## src/rtl/al_accel_pkg.sv

```systemverilog
// Shared state encoding and data constants for the al_accel input feeder.
package al_accel_pkg;

  localparam int AL_ACCEL_NWEIGHT = 9;
  localparam int AL_ACCEL_DW      = 8;

  typedef enum logic [1:0] {
    IDLE   = 2'd0,
    LOAD_W = 2'd1,
    STREAM = 2'd2,
    DONE   = 2'd3
  } ifeed_state_t;

endpackage

```

## src/rtl/al_accel_ifeed_if.sv

```systemverilog
// Byte-stream input and PU-facing weight/column outputs of the feeder.
// master = feeder side, slave = stream source / PU side.
interface al_accel_ifeed_if;
  import al_accel_pkg::*;

  logic                   s_valid;
  logic                   s_ready;
  logic [AL_ACCEL_DW-1:0] s_data;

  logic [AL_ACCEL_DW-1:0] pu_wdi_0_0, pu_wdi_0_1, pu_wdi_0_2;
  logic [AL_ACCEL_DW-1:0] pu_wdi_1_0, pu_wdi_1_1, pu_wdi_1_2;
  logic [AL_ACCEL_DW-1:0] pu_wdi_2_0, pu_wdi_2_1, pu_wdi_2_2;
  logic [AL_ACCEL_DW-1:0] pu_idi_0, pu_idi_1, pu_idi_2;
  logic                   pu_enb;
  logic                   pu_ready;

  modport master (
    input  s_valid, s_data, pu_ready,
    output s_ready,
    output pu_wdi_0_0, pu_wdi_0_1, pu_wdi_0_2,
    output pu_wdi_1_0, pu_wdi_1_1, pu_wdi_1_2,
    output pu_wdi_2_0, pu_wdi_2_1, pu_wdi_2_2,
    output pu_idi_0, pu_idi_1, pu_idi_2, pu_enb
  );

  modport slave (
    output s_valid, s_data, pu_ready,
    input  s_ready,
    input  pu_wdi_0_0, pu_wdi_0_1, pu_wdi_0_2,
    input  pu_wdi_1_0, pu_wdi_1_1, pu_wdi_1_2,
    input  pu_wdi_2_0, pu_wdi_2_1, pu_wdi_2_2,
    input  pu_idi_0, pu_idi_1, pu_idi_2, pu_enb
  );

endinterface

```

## src/rtl/al_accel_linebuf.sv

```systemverilog
// One image row of pixels: same-address read/write, read returns the old word combinationally.
module al_accel_linebuf
  import al_accel_pkg::*;
#(
  parameter int DEPTH = 32,
  parameter int AW    = 5
) (
  input  logic                   clk,
  input  logic                   i_we,
  input  logic [AW-1:0]          i_addr,
  input  logic [AL_ACCEL_DW-1:0] i_wdata,
  output logic [AL_ACCEL_DW-1:0] o_rdata
);

  logic [AL_ACCEL_DW-1:0] r_mem [DEPTH];

  assign o_rdata = r_mem[i_addr];

  // Row storage; contents are don't-care after reset so no reset term.
  always_ff @(posedge clk) begin
    if (i_we) begin
      r_mem[i_addr] <= i_wdata;
    end
  end

endmodule

```

## src/rtl/al_accel_ifeed.sv

```systemverilog
// Feeder for al_accel_pu: latches nine weights, then streams 3-pixel columns from two line buffers.
// Optional top zero padding is enabled by defining AL_ACCEL_IFEED_ZPAD_EN.
module al_accel_ifeed
  import al_accel_pkg::*;
#(
  parameter int IMG_W = 32,
  parameter int CW    = $clog2(IMG_W + 1)
) (
  input  logic            clk,
  input  logic            resetn,
  input  logic            start,
  input  logic [CW-1:0]   cfg_width,
  input  logic [CW-1:0]   cfg_height,
  output logic            busy,
  output logic            frame_done,
  al_accel_ifeed_if.master bus
);

  localparam int AW = (IMG_W > 1) ? $clog2(IMG_W) : 1;

  ifeed_state_t           r_state, w_state_nxt;
  logic [CW-1:0]          r_width, r_height, r_col, r_row;
  logic [3:0]             r_wcnt;
  logic [AL_ACCEL_DW-1:0] r_wt [AL_ACCEL_NWEIGHT];
  logic [AL_ACCEL_DW-1:0] r_idi_0, r_idi_1, r_idi_2;
  logic                   r_enb, r_done;

  logic                   w_s_ready, w_acc, w_pix_acc, w_col_load, w_emit;
  logic                   w_last_col, w_last_row;
  logic [AL_ACCEL_DW-1:0] w_lb0_rd, w_lb1_rd, w_top, w_mid;

  assign w_s_ready  = ((r_state == LOAD_W) || (r_state == STREAM)) && (!r_enb || bus.pu_ready);
  assign w_acc      = bus.s_valid && w_s_ready;
  assign w_pix_acc  = w_acc && (r_state == STREAM);
  assign w_last_col = (r_col == r_width - CW'(1));
  assign w_last_row = (r_row == r_height - CW'(1));

`ifdef AL_ACCEL_IFEED_ZPAD_EN
  assign w_emit = 1'b1;
`else
  assign w_emit = (r_row >= CW'(2));
`endif

  // Rows above the image read as zero; stale buffer data never leaks into a frame.
  assign w_top      = (r_row >= CW'(2)) ? w_lb0_rd : '0;
  assign w_mid      = (r_row >= CW'(1)) ? w_lb1_rd : '0;
  assign w_col_load = w_pix_acc && w_emit;

  al_accel_linebuf #(.DEPTH(IMG_W), .AW(AW)) lb0 (
    .clk     (clk),
    .i_we    (w_pix_acc),
    .i_addr  (r_col[AW-1:0]),
    .i_wdata (w_lb1_rd),
    .o_rdata (w_lb0_rd)
  );

  al_accel_linebuf #(.DEPTH(IMG_W), .AW(AW)) lb1 (
    .clk     (clk),
    .i_we    (w_pix_acc),
    .i_addr  (r_col[AW-1:0]),
    .i_wdata (bus.s_data),
    .o_rdata (w_lb1_rd)
  );

  // State register.
  always_ff @(posedge clk or negedge resetn) begin
    if (!resetn) begin
      r_state <= IDLE;
    end else begin
      r_state <= w_state_nxt;
    end
  end

  // Next-state logic.
  always_comb begin
    w_state_nxt = r_state;
    case (r_state)
      IDLE: begin
        if (start) w_state_nxt = LOAD_W;
        else       w_state_nxt = IDLE;
      end
      LOAD_W: begin
        if (w_acc && (r_wcnt == 4'(AL_ACCEL_NWEIGHT - 1))) w_state_nxt = STREAM;
        else                                                w_state_nxt = LOAD_W;
      end
      STREAM: begin
        if (w_acc && w_last_col && w_last_row) w_state_nxt = DONE;
        else                                   w_state_nxt = STREAM;
      end
      DONE: begin
        if (!r_enb) w_state_nxt = IDLE;
        else        w_state_nxt = DONE;
      end
      default: w_state_nxt = IDLE;
    endcase
  end

  // Config, counters, weights, column register and completion pulse.
  always_ff @(posedge clk or negedge resetn) begin
    if (!resetn) begin
      r_width  <= '0;
      r_height <= '0;
      r_col    <= '0;
      r_row    <= '0;
      r_wcnt   <= 4'd0;
      for (int i = 0; i < AL_ACCEL_NWEIGHT; i++) r_wt[i] <= '0;
      r_idi_0  <= '0;
      r_idi_1  <= '0;
      r_idi_2  <= '0;
      r_enb    <= 1'b0;
      r_done   <= 1'b0;
    end else begin
      r_done <= 1'b0;
      case (r_state)
        IDLE: begin
          if (start) begin
            r_width  <= cfg_width;
            r_height <= cfg_height;
            r_wcnt   <= 4'd0;
            r_col    <= '0;
            r_row    <= '0;
          end
        end
        LOAD_W: begin
          if (w_acc) begin
            for (int i = 0; i < AL_ACCEL_NWEIGHT; i++) begin
              if (r_wcnt == 4'(i)) r_wt[i] <= bus.s_data;
            end
            r_wcnt <= r_wcnt + 4'd1;
          end
        end
        STREAM: begin
          if (w_acc) begin
            if (w_last_col) begin
              r_col <= '0;
              r_row <= r_row + CW'(1);
            end else begin
              r_col <= r_col + CW'(1);
            end
          end
        end
        DONE: begin
          if (!r_enb) r_done <= 1'b1;
        end
        default: r_done <= 1'b0;
      endcase

      if (w_col_load) begin
        r_idi_0 <= w_top;
        r_idi_1 <= w_mid;
        r_idi_2 <= bus.s_data;
        r_enb   <= 1'b1;
      end else if (r_enb && bus.pu_ready) begin
        r_enb <= 1'b0;
      end
    end
  end

  assign busy       = (r_state != IDLE);
  assign frame_done = r_done;

  assign bus.s_ready    = w_s_ready;
  assign bus.pu_enb     = r_enb;
  assign bus.pu_idi_0   = r_idi_0;
  assign bus.pu_idi_1   = r_idi_1;
  assign bus.pu_idi_2   = r_idi_2;
  assign bus.pu_wdi_0_0 = r_wt[0];
  assign bus.pu_wdi_0_1 = r_wt[1];
  assign bus.pu_wdi_0_2 = r_wt[2];
  assign bus.pu_wdi_1_0 = r_wt[3];
  assign bus.pu_wdi_1_1 = r_wt[4];
  assign bus.pu_wdi_1_2 = r_wt[5];
  assign bus.pu_wdi_2_0 = r_wt[6];
  assign bus.pu_wdi_2_1 = r_wt[7];
  assign bus.pu_wdi_2_2 = r_wt[8];

endmodule

```

## src/flat_wrapper.sv

```systemverilog
// flat-port wrapper written by rule: the top's interface ports become plain ports
module al_accel_ifeed_flat import al_accel_pkg::*;
#(
  parameter int IMG_W = 32,
  parameter int CW    = $clog2(IMG_W + 1)
)
  (clk, resetn, start, cfg_width, cfg_height, busy, frame_done, bus_s_valid, bus_s_data, bus_pu_ready, bus_s_ready, bus_pu_wdi_0_0, bus_pu_wdi_0_1, bus_pu_wdi_0_2, bus_pu_wdi_1_0, bus_pu_wdi_1_1, bus_pu_wdi_1_2, bus_pu_wdi_2_0, bus_pu_wdi_2_1, bus_pu_wdi_2_2, bus_pu_idi_0, bus_pu_idi_1, bus_pu_idi_2, bus_pu_enb);
  al_accel_ifeed_if bus_i ();
  input  logic clk;
  input  logic resetn;
  input  logic start;
  input  logic [CW-1:0] cfg_width;
  input  logic [CW-1:0] cfg_height;
  output logic busy;
  output logic frame_done;
  input wire logic [$bits(bus_i.s_valid)-1:0] bus_s_valid;
  input wire logic [$bits(bus_i.s_data)-1:0] bus_s_data;
  input wire logic [$bits(bus_i.pu_ready)-1:0] bus_pu_ready;
  output wire logic [$bits(bus_i.s_ready)-1:0] bus_s_ready;
  output wire logic [$bits(bus_i.pu_wdi_0_0)-1:0] bus_pu_wdi_0_0;
  output wire logic [$bits(bus_i.pu_wdi_0_1)-1:0] bus_pu_wdi_0_1;
  output wire logic [$bits(bus_i.pu_wdi_0_2)-1:0] bus_pu_wdi_0_2;
  output wire logic [$bits(bus_i.pu_wdi_1_0)-1:0] bus_pu_wdi_1_0;
  output wire logic [$bits(bus_i.pu_wdi_1_1)-1:0] bus_pu_wdi_1_1;
  output wire logic [$bits(bus_i.pu_wdi_1_2)-1:0] bus_pu_wdi_1_2;
  output wire logic [$bits(bus_i.pu_wdi_2_0)-1:0] bus_pu_wdi_2_0;
  output wire logic [$bits(bus_i.pu_wdi_2_1)-1:0] bus_pu_wdi_2_1;
  output wire logic [$bits(bus_i.pu_wdi_2_2)-1:0] bus_pu_wdi_2_2;
  output wire logic [$bits(bus_i.pu_idi_0)-1:0] bus_pu_idi_0;
  output wire logic [$bits(bus_i.pu_idi_1)-1:0] bus_pu_idi_1;
  output wire logic [$bits(bus_i.pu_idi_2)-1:0] bus_pu_idi_2;
  output wire logic [$bits(bus_i.pu_enb)-1:0] bus_pu_enb;
  assign bus_i.s_valid = bus_s_valid;
  assign bus_i.s_data = bus_s_data;
  assign bus_i.pu_ready = bus_pu_ready;
  assign bus_s_ready = bus_i.s_ready;
  assign bus_pu_wdi_0_0 = bus_i.pu_wdi_0_0;
  assign bus_pu_wdi_0_1 = bus_i.pu_wdi_0_1;
  assign bus_pu_wdi_0_2 = bus_i.pu_wdi_0_2;
  assign bus_pu_wdi_1_0 = bus_i.pu_wdi_1_0;
  assign bus_pu_wdi_1_1 = bus_i.pu_wdi_1_1;
  assign bus_pu_wdi_1_2 = bus_i.pu_wdi_1_2;
  assign bus_pu_wdi_2_0 = bus_i.pu_wdi_2_0;
  assign bus_pu_wdi_2_1 = bus_i.pu_wdi_2_1;
  assign bus_pu_wdi_2_2 = bus_i.pu_wdi_2_2;
  assign bus_pu_idi_0 = bus_i.pu_idi_0;
  assign bus_pu_idi_1 = bus_i.pu_idi_1;
  assign bus_pu_idi_2 = bus_i.pu_idi_2;
  assign bus_pu_enb = bus_i.pu_enb;
  al_accel_ifeed #(.IMG_W(IMG_W), .CW(CW)) u_core (.clk(clk), .resetn(resetn), .start(start), .cfg_width(cfg_width), .cfg_height(cfg_height), .busy(busy), .frame_done(frame_done), .bus(bus_i));
endmodule
```

## config.mk

```make
export PLATFORM = sky130hd
export DESIGN_NAME = al_accel_ifeed_flat
export DESIGN_NICKNAME = d
export VERILOG_FILES = /design/src/rtl/al_accel_pkg.sv /design/src/rtl/al_accel_ifeed_if.sv /design/src/rtl/al_accel_linebuf.sv /design/src/rtl/al_accel_ifeed.sv /design/src/flat_wrapper.sv
export SDC_FILE = /design/constraint.sdc
export NUM_CORES = 1
export LEC_CHECK = 0
export BUFFER_PORTS_ARGS = -buffer_cell sky130_fd_sc_hd__buf_2
export CORE_MARGIN = 3
export CORE_UTILIZATION = 52
export CTS_BUF_LIST = sky130_fd_sc_hd__clkbuf_8
export DETAILED_ROUTE_END_ITERATION = 8
export MAX_ROUTING_LAYER = met4
export PLACE_DENSITY = 0.67
export RECOVER_POWER = 50
export SYNTH_ARGS = -nofsm -noshare
export SYNTH_HDL_FRONTEND = slang
export SYNTH_SLANG_ARGS = --single-unit
```

## constraint.sdc

```tcl
create_clock -name clk -period 8.8 [get_ports clk]
set_clock_uncertainty 0.05 [all_clocks]
set_input_delay 0.44 -clock clk [delete_from_list [all_inputs] [get_ports clk]]
set_output_delay 0.44 -clock clk [all_outputs]
set_load 0.05 [all_outputs]
```

Yosys cells after proc, flatten, opt, wreduce, memory -nomap -nowiden
Memory sizes are Yosys's and may differ from the RTL's. A register that Yosys moved wholly into a read port is not among the register bits. Index checks and enable logic that the tools add are counted.

Bits in writable memories: 512. Memories kept: 2. Bits in registers: 120.

Memory list: u_core.lb0.r_mem (words 32, bits a word 8, rd ports 1, clocked after Yosys merged registers in 1, write ports 1, RTL line al_accel_linebuf.sv:15) `logic [AL_ACCEL_DW-1:0] r_mem [DEPTH];`; u_core.lb1.r_mem (words 32, bits a word 8, rd ports 1, clocked after Yosys merged registers in 0, write ports 1, RTL line al_accel_linebuf.sv:15).

Add/sub/neg operators: 5. Eq/ne operators: 17. Reduce and logical (&&, ||, !) cells: 31. Magnitude comparators: 2. Multiplexer cells: 22.

Operators by type and width (count): 3-bit AND reduction (11); 6-bit 2-to-1 mux (5); 6-bit case mux with 2 select lines (2); 4-bit by 3-bit == test with 1-bit output, second input constant (4); 6-bit by 1-bit adder with 6-bit output, second input constant (2); 6-bit == test (2); 6-bit by 1-bit subtractor with 6-bit output, second input constant (2); 4-bit by 2-bit == test with 1-bit output, second input constant (2); 1-bit logical AND (8); 1-bit 2-to-1 mux (8); 4-bit 2-to-1 mux (2); 8-bit 2-to-1 mux (1); 2-bit case mux with 4 select lines (1); 4-bit case mux with 2 select lines (1); 2-bit nonzero test (4); 6-bit by 1-bit greater-or-equal comparator with 1-bit output, second input constant (1); 6-bit by 2-bit greater-or-equal comparator with 1-bit output, second input constant (1); 2-bit by 1-bit != test with 1-bit output, second input constant (3); 4-bit by 1-bit adder with 4-bit output, second input constant (1); 2-bit == test, second input constant (2); 4-bit by 1-bit == test with 1-bit output, second input constant (1); 4-bit == test, second input constant (1); 4-bit zero test (1); 2-bit 2-to-1 mux (2); 7 further kinds (9).

Logic depth before layout (Yosys ltp)
Word-level depth: 8. Mapped depth: 10. Depth with buffers taken out: 8.

Modules after synthesis
Synthesis repeated with hierarchy kept, for this count alone.

Cells, all modules: 1554. Area, all modules: 25675.9 µm².

Modules (own cells, without submodules): al_accel_linebuf (u_core.lb1) (sequential area each 7687.4 µm², instances 1, cells an instance 568, area each 10045.9 µm²); al_accel_linebuf (u_core.lb0) (sequential area each 7687.4 µm², instances 1, cells an instance 568, area each 10040.9 µm²); al_accel_ifeed (sequential area each 3203.1 µm², instances 1, cells an instance 418, area each 5589.1 µm²).

Worst setup path after synthesis
Ideal clock, no wire load.

Path kind: reg2reg. Start: reg u_core.r_col[0]. End: reg u_core.r_idi_1[3], in the netlist u_core.bus.pu_idi_1[3]. Clock period less this slack: 3.000 ns. Buffers on the path: 3. Arrival time: 2.825 ns. Path slack: 5.800 ns. Cell stages (with the launch flop): 8. Path through: dfrtp_1 -> buf_2 -> buf_2 -> buf_2 -> mux4_2 -> a22oi_1 -> nand4_1 -> a22o_1.

Cells in the longest elaborated chain, start to end: 2.

RTL lines: start: declaration (RTL line al_accel_ifeed.sv:22) `logic [CW-1:0] r_width, r_height, r_col, r_row;`; start signal: assignment (RTL line al_accel_ifeed.sv:138) `r_col <= r_col + CW'(1);`; memory read 32 x 8 bit; via u_core.lb0.i_wdata[3] (RTL line al_accel_linebuf.sv:11) `input logic [AL_ACCEL_DW-1:0] i_wdata,`; 8-bit 2-to-1 mux (RTL line al_accel_ifeed.sv:46) `assign w_mid = (r_row >= CW'(1)) ? w_lb1_rd : '0;`; end signal: assignment (RTL line al_accel_ifeed.sv:150) `r_idi_1 <= w_mid;`; end: declaration (RTL line al_accel_ifeed.sv:25) `logic [AL_ACCEL_DW-1:0] r_idi_0, r_idi_1, r_idi_2;`.

The timed path passes the listed nets, and every way through them passes these cells. A chain may end at the register's enable or synchronous reset.

Worst setup path in the final report
Start: reg u_core.r_col[0]. End: reg u_core.r_idi_1[5], in the netlist u_core.bus.pu_idi_1[5].

The elaborated chain is that of the path after synthesis.

==> flow_summary.toml <==
[drt]
drc = 0
wirelength_um = 61100
via_per_inst = 6.11
antenna_left = 0
vias = 13329
wl_per_cell_um = 28.0
drtIter0Drc = 1623
first_pass_iters = 5

[critical_path]
worstPathArrival_ns = 5.44
cp_num_buf_inv = 2
timing.rr.end = "u_core.bus.pu_idi_1[5]"
critPathKind = "flop to flop"
cp.depth = 6
rr_worst_depth = 6
crit_family = "flip-flops"
rr_startpoint = "u_core.r_col[0]"
cp-end-kind = "flop"
slowest_stage = "dfrtp_1"
critPathLaunchType = "flop"
worstPathCellList = "buf_12 -> mux4_2 -> a22oi_1 -> nand4_1 -> buf_8 -> a22o_1"
regToRegSetupSlack_ns = 3.85
required_ns = 9.29
crit_fanout = 100
max_stage_delay_ns = 1.98

[power]
total_power_uw = 6720
vdd.ir_drop.worst_mv = 0.193
p_per_area_mw_per_mm2 = 236
leakage_uw = 0.00983

[logic_synthesis]
synthesis.area_mm2 = 0.0250
synth-compound-area-share_pct = 4.16
post_synth_num_cell_types = 55
synth_top_cell_by_area = "edfxtp_1"
synth_top_family_by_area = "multiplexers"
muxShareOfSynthArea_pct = 15.9
async_flop_share_pct = 20.0
synth-simple-area-share_pct = 2.82
synthTopCellsByArea = "edfxtp_1 62%, dfrtp_1 13%, mux4_2 12%, mux2_2 3.9%, a22oi_1 1.5%"
synth_top_area_share_pct = 61.6
ys_seq_area_share_pct = 74.4
synth_xor_area_share_pct = 0.491
ys_warn_count = 0
synth-edff-count = 512
yosys.area_share.adder_pct = 0.902
syn-num-nets = 1303
synth_flop_cell = "edfxtp_1"
post_synth.cell_area_avg_um2 = 19.8
synth.ff_latch_count = 640
netlist_instances = 1260

[die]
rows = 79
io_pins = 125
dieWidth_um = 225
coreArea_mm2 = 0.0470
die_h_um = 225
start_util_pct = 53.2
dieArea_mm2 = 0.0507

[hold_path]
hold_end = "u_core.r_state[0]"
holdCritPathClass = "input pin to flop"
hp-start = "start"
whs_path_depth = 3

[placement]
portBuffers = 124
globalplace.congestion = 0.819
hpwl_um = 35600

[global_routing]
grt_max_degree = 101
grt_pass1_wl_um = 89600
grt_pass1_vias = 13422
antenna_found_initial = 2
overflow = 0
grt_usage_pct = 25.4

[timing]
max_slew_margin_pct = -145
setup_viol = 0
hold_viol = 0
final.setup.tns_ns = 0
final_max_slew_viol_count = 532
fin_hold_ws_ns = 0.221
fin_crit_sh_pct = 56.3
layout_min_cycle_time_ns = 4.95
grt_setup_unrepaired = "false"
fmax_mhz = 202
worstMarginPinSlew_ns = 3.67

[cts]
clk_latency_ns = 0.70
cts_resized = 0
cts_hold_buf = 14
post-cts-setup-buffers = 0
clkSinkCount = 640
cts_tree = "built"
cts_root_buffer = "clkbuf_8"
clk_pin_slew_ns = 0.06
cts_buffer_depth = 3
numCtsBuffers = 101
htreeDepth = 3

[layout]
syn_to_final_growth_pct = 13.9
drive_gt1_share_pct = 26.7
top_regs = "u_core.lb0.r_mem (256), u_core.lb1.r_mem (256)"
nNetsFinal = 1535

[status]
violations = "capacitance limit, slew limit"
status = "finished with violations"

[run]
timing.max_cap.violations = 16
final cells by class:
type	instances	area, um^2
flip-flops and latches	640	18600
fillers	3434	18500
multi-input cells	537	6060
clock buffers	107	1470
repair buffers	195	1050
well taps	607	759
clock inverters	78	443
inverters	17	63.8
diodes	2	5.00
worst max-delay path by stage:
stage / startpoint / endpoint / slack, ns
6_report: u_core.r_col[0] / u_core.bus.pu_idi_1[5] / 3.85
4_1_cts: u_core.r_col[1] / u_core.bus.pu_idi_1[3] / 4.06
3_5_place_dp: u_core.r_col[1] / u_core.bus.pu_idi_1[3] / 4.05
2_1_floorplan: u_core.r_col[0] / u_core.bus.pu_idi_1[3] / 5.80
3_3_place_gp: u_core.r_col[1] / u_core.bus.pu_idi_1[5] / 4.14
5_1_grt: u_core.r_col[0] / u_core.bus.pu_idi_1[5] / 3.25
cells in the final DEF, fill, tap and decap left out, types with 6 or more instances in the layout:
| cell type | count |
|---|---|
| nor3_1 | 6 |
| clkinv_2 | 17 |
| a22oi_1 | 49 |
| nor2_1 | 47 |
| nand2_1 | 28 |
| mux4_2 | 128 |
| a21oi_1 | 11 |
| xnor2_1 | 10 |
| clkinv_1 | 22 |
| clkbuf_8 | 107 |
| inv_1 | 48 |
| nand3_1 | 12 |
| ha_1 | 18 |
| a31oi_1 | 12 |
| edfxtp_1 | 512 |
| clkbuf_1 | 120 |
| buf_4 | 41 |
| mux2_2 | 87 |
| a221oi_1 | 9 |
| a22o_1 | 16 |
| a21o_1 | 8 |
| dfrtp_1 | 127 |
| nand4_1 | 11 |
| o21ai_0 | 14 |
| dlygate4sd3_1 | 14 |
| buf_2 | 15 |
tightest hold or removal path, stage by stage:
cell and delay [ns]:
buf_2 0.20, nor2_1 0.12, a21oi_1 0.13
power by group:
| part | switching [uW] | total (uW) | leakage (uW) | internal [uW] |
|---|---|---|---|---|
| registers | 93.1 | 3480 | 0.00630 | 3390 |
| clock network | 1130 | 2380 | 0.00110 | 1240 |
| logic | 624 | 866 | 0.00243 | 242 |
| total | 1850 | 6720 | 0.00983 | 4870 |
cells by family (layout without fill, tap and decap cells):
kind of cell | count (synthesis) | in the layout
AND/OR/NAND/NOR | 141 | 141
flip-flops | 640 | 640
buffers and inverters | 83 | 397
other | 0 | 2
multiplexers | 225 | 225
XOR/XNOR | 14 | 14
adder cells (fa/ha/maj) | 18 | 18
AO/OA/AOI/OAI | 139 | 139
routing by layer:
metal,up-vias,GRT usage [%],share of wire [%]
met4,0,6.95,2.2
met3,100,5.33,8.1
met1,7038,35.9,42
li1,5622,-,-
met2,569,38.5,48
met5,-,-,0
stage by stage:
step	worst slack [ns]	instance area, um^2	util [%]	std cells
final	3.85	28400	60.6	2183
after global routing	3.25	28400	60.6	2183
after global placement	4.14	26600	56.6	1978
after CTS	4.06	28600	60.9	2177
after floorplan	5.80	25000	-	1260
after detailed placement	4.05	26600	56.6	1978
cells in the mapped netlist (14+ instances only):
master	number
mux2_2	87
nor2_1	48
dfrtp_1	128
clkbuf_1	37
nand2_1	28
a22o_1	16
inv_1	17
ha_1	18
buf_1	14
buf_2	15
a22oi_1	49
edfxtp_1	512
mux4_2	128
No activity file was read; power rests on OpenSTA's default activity.
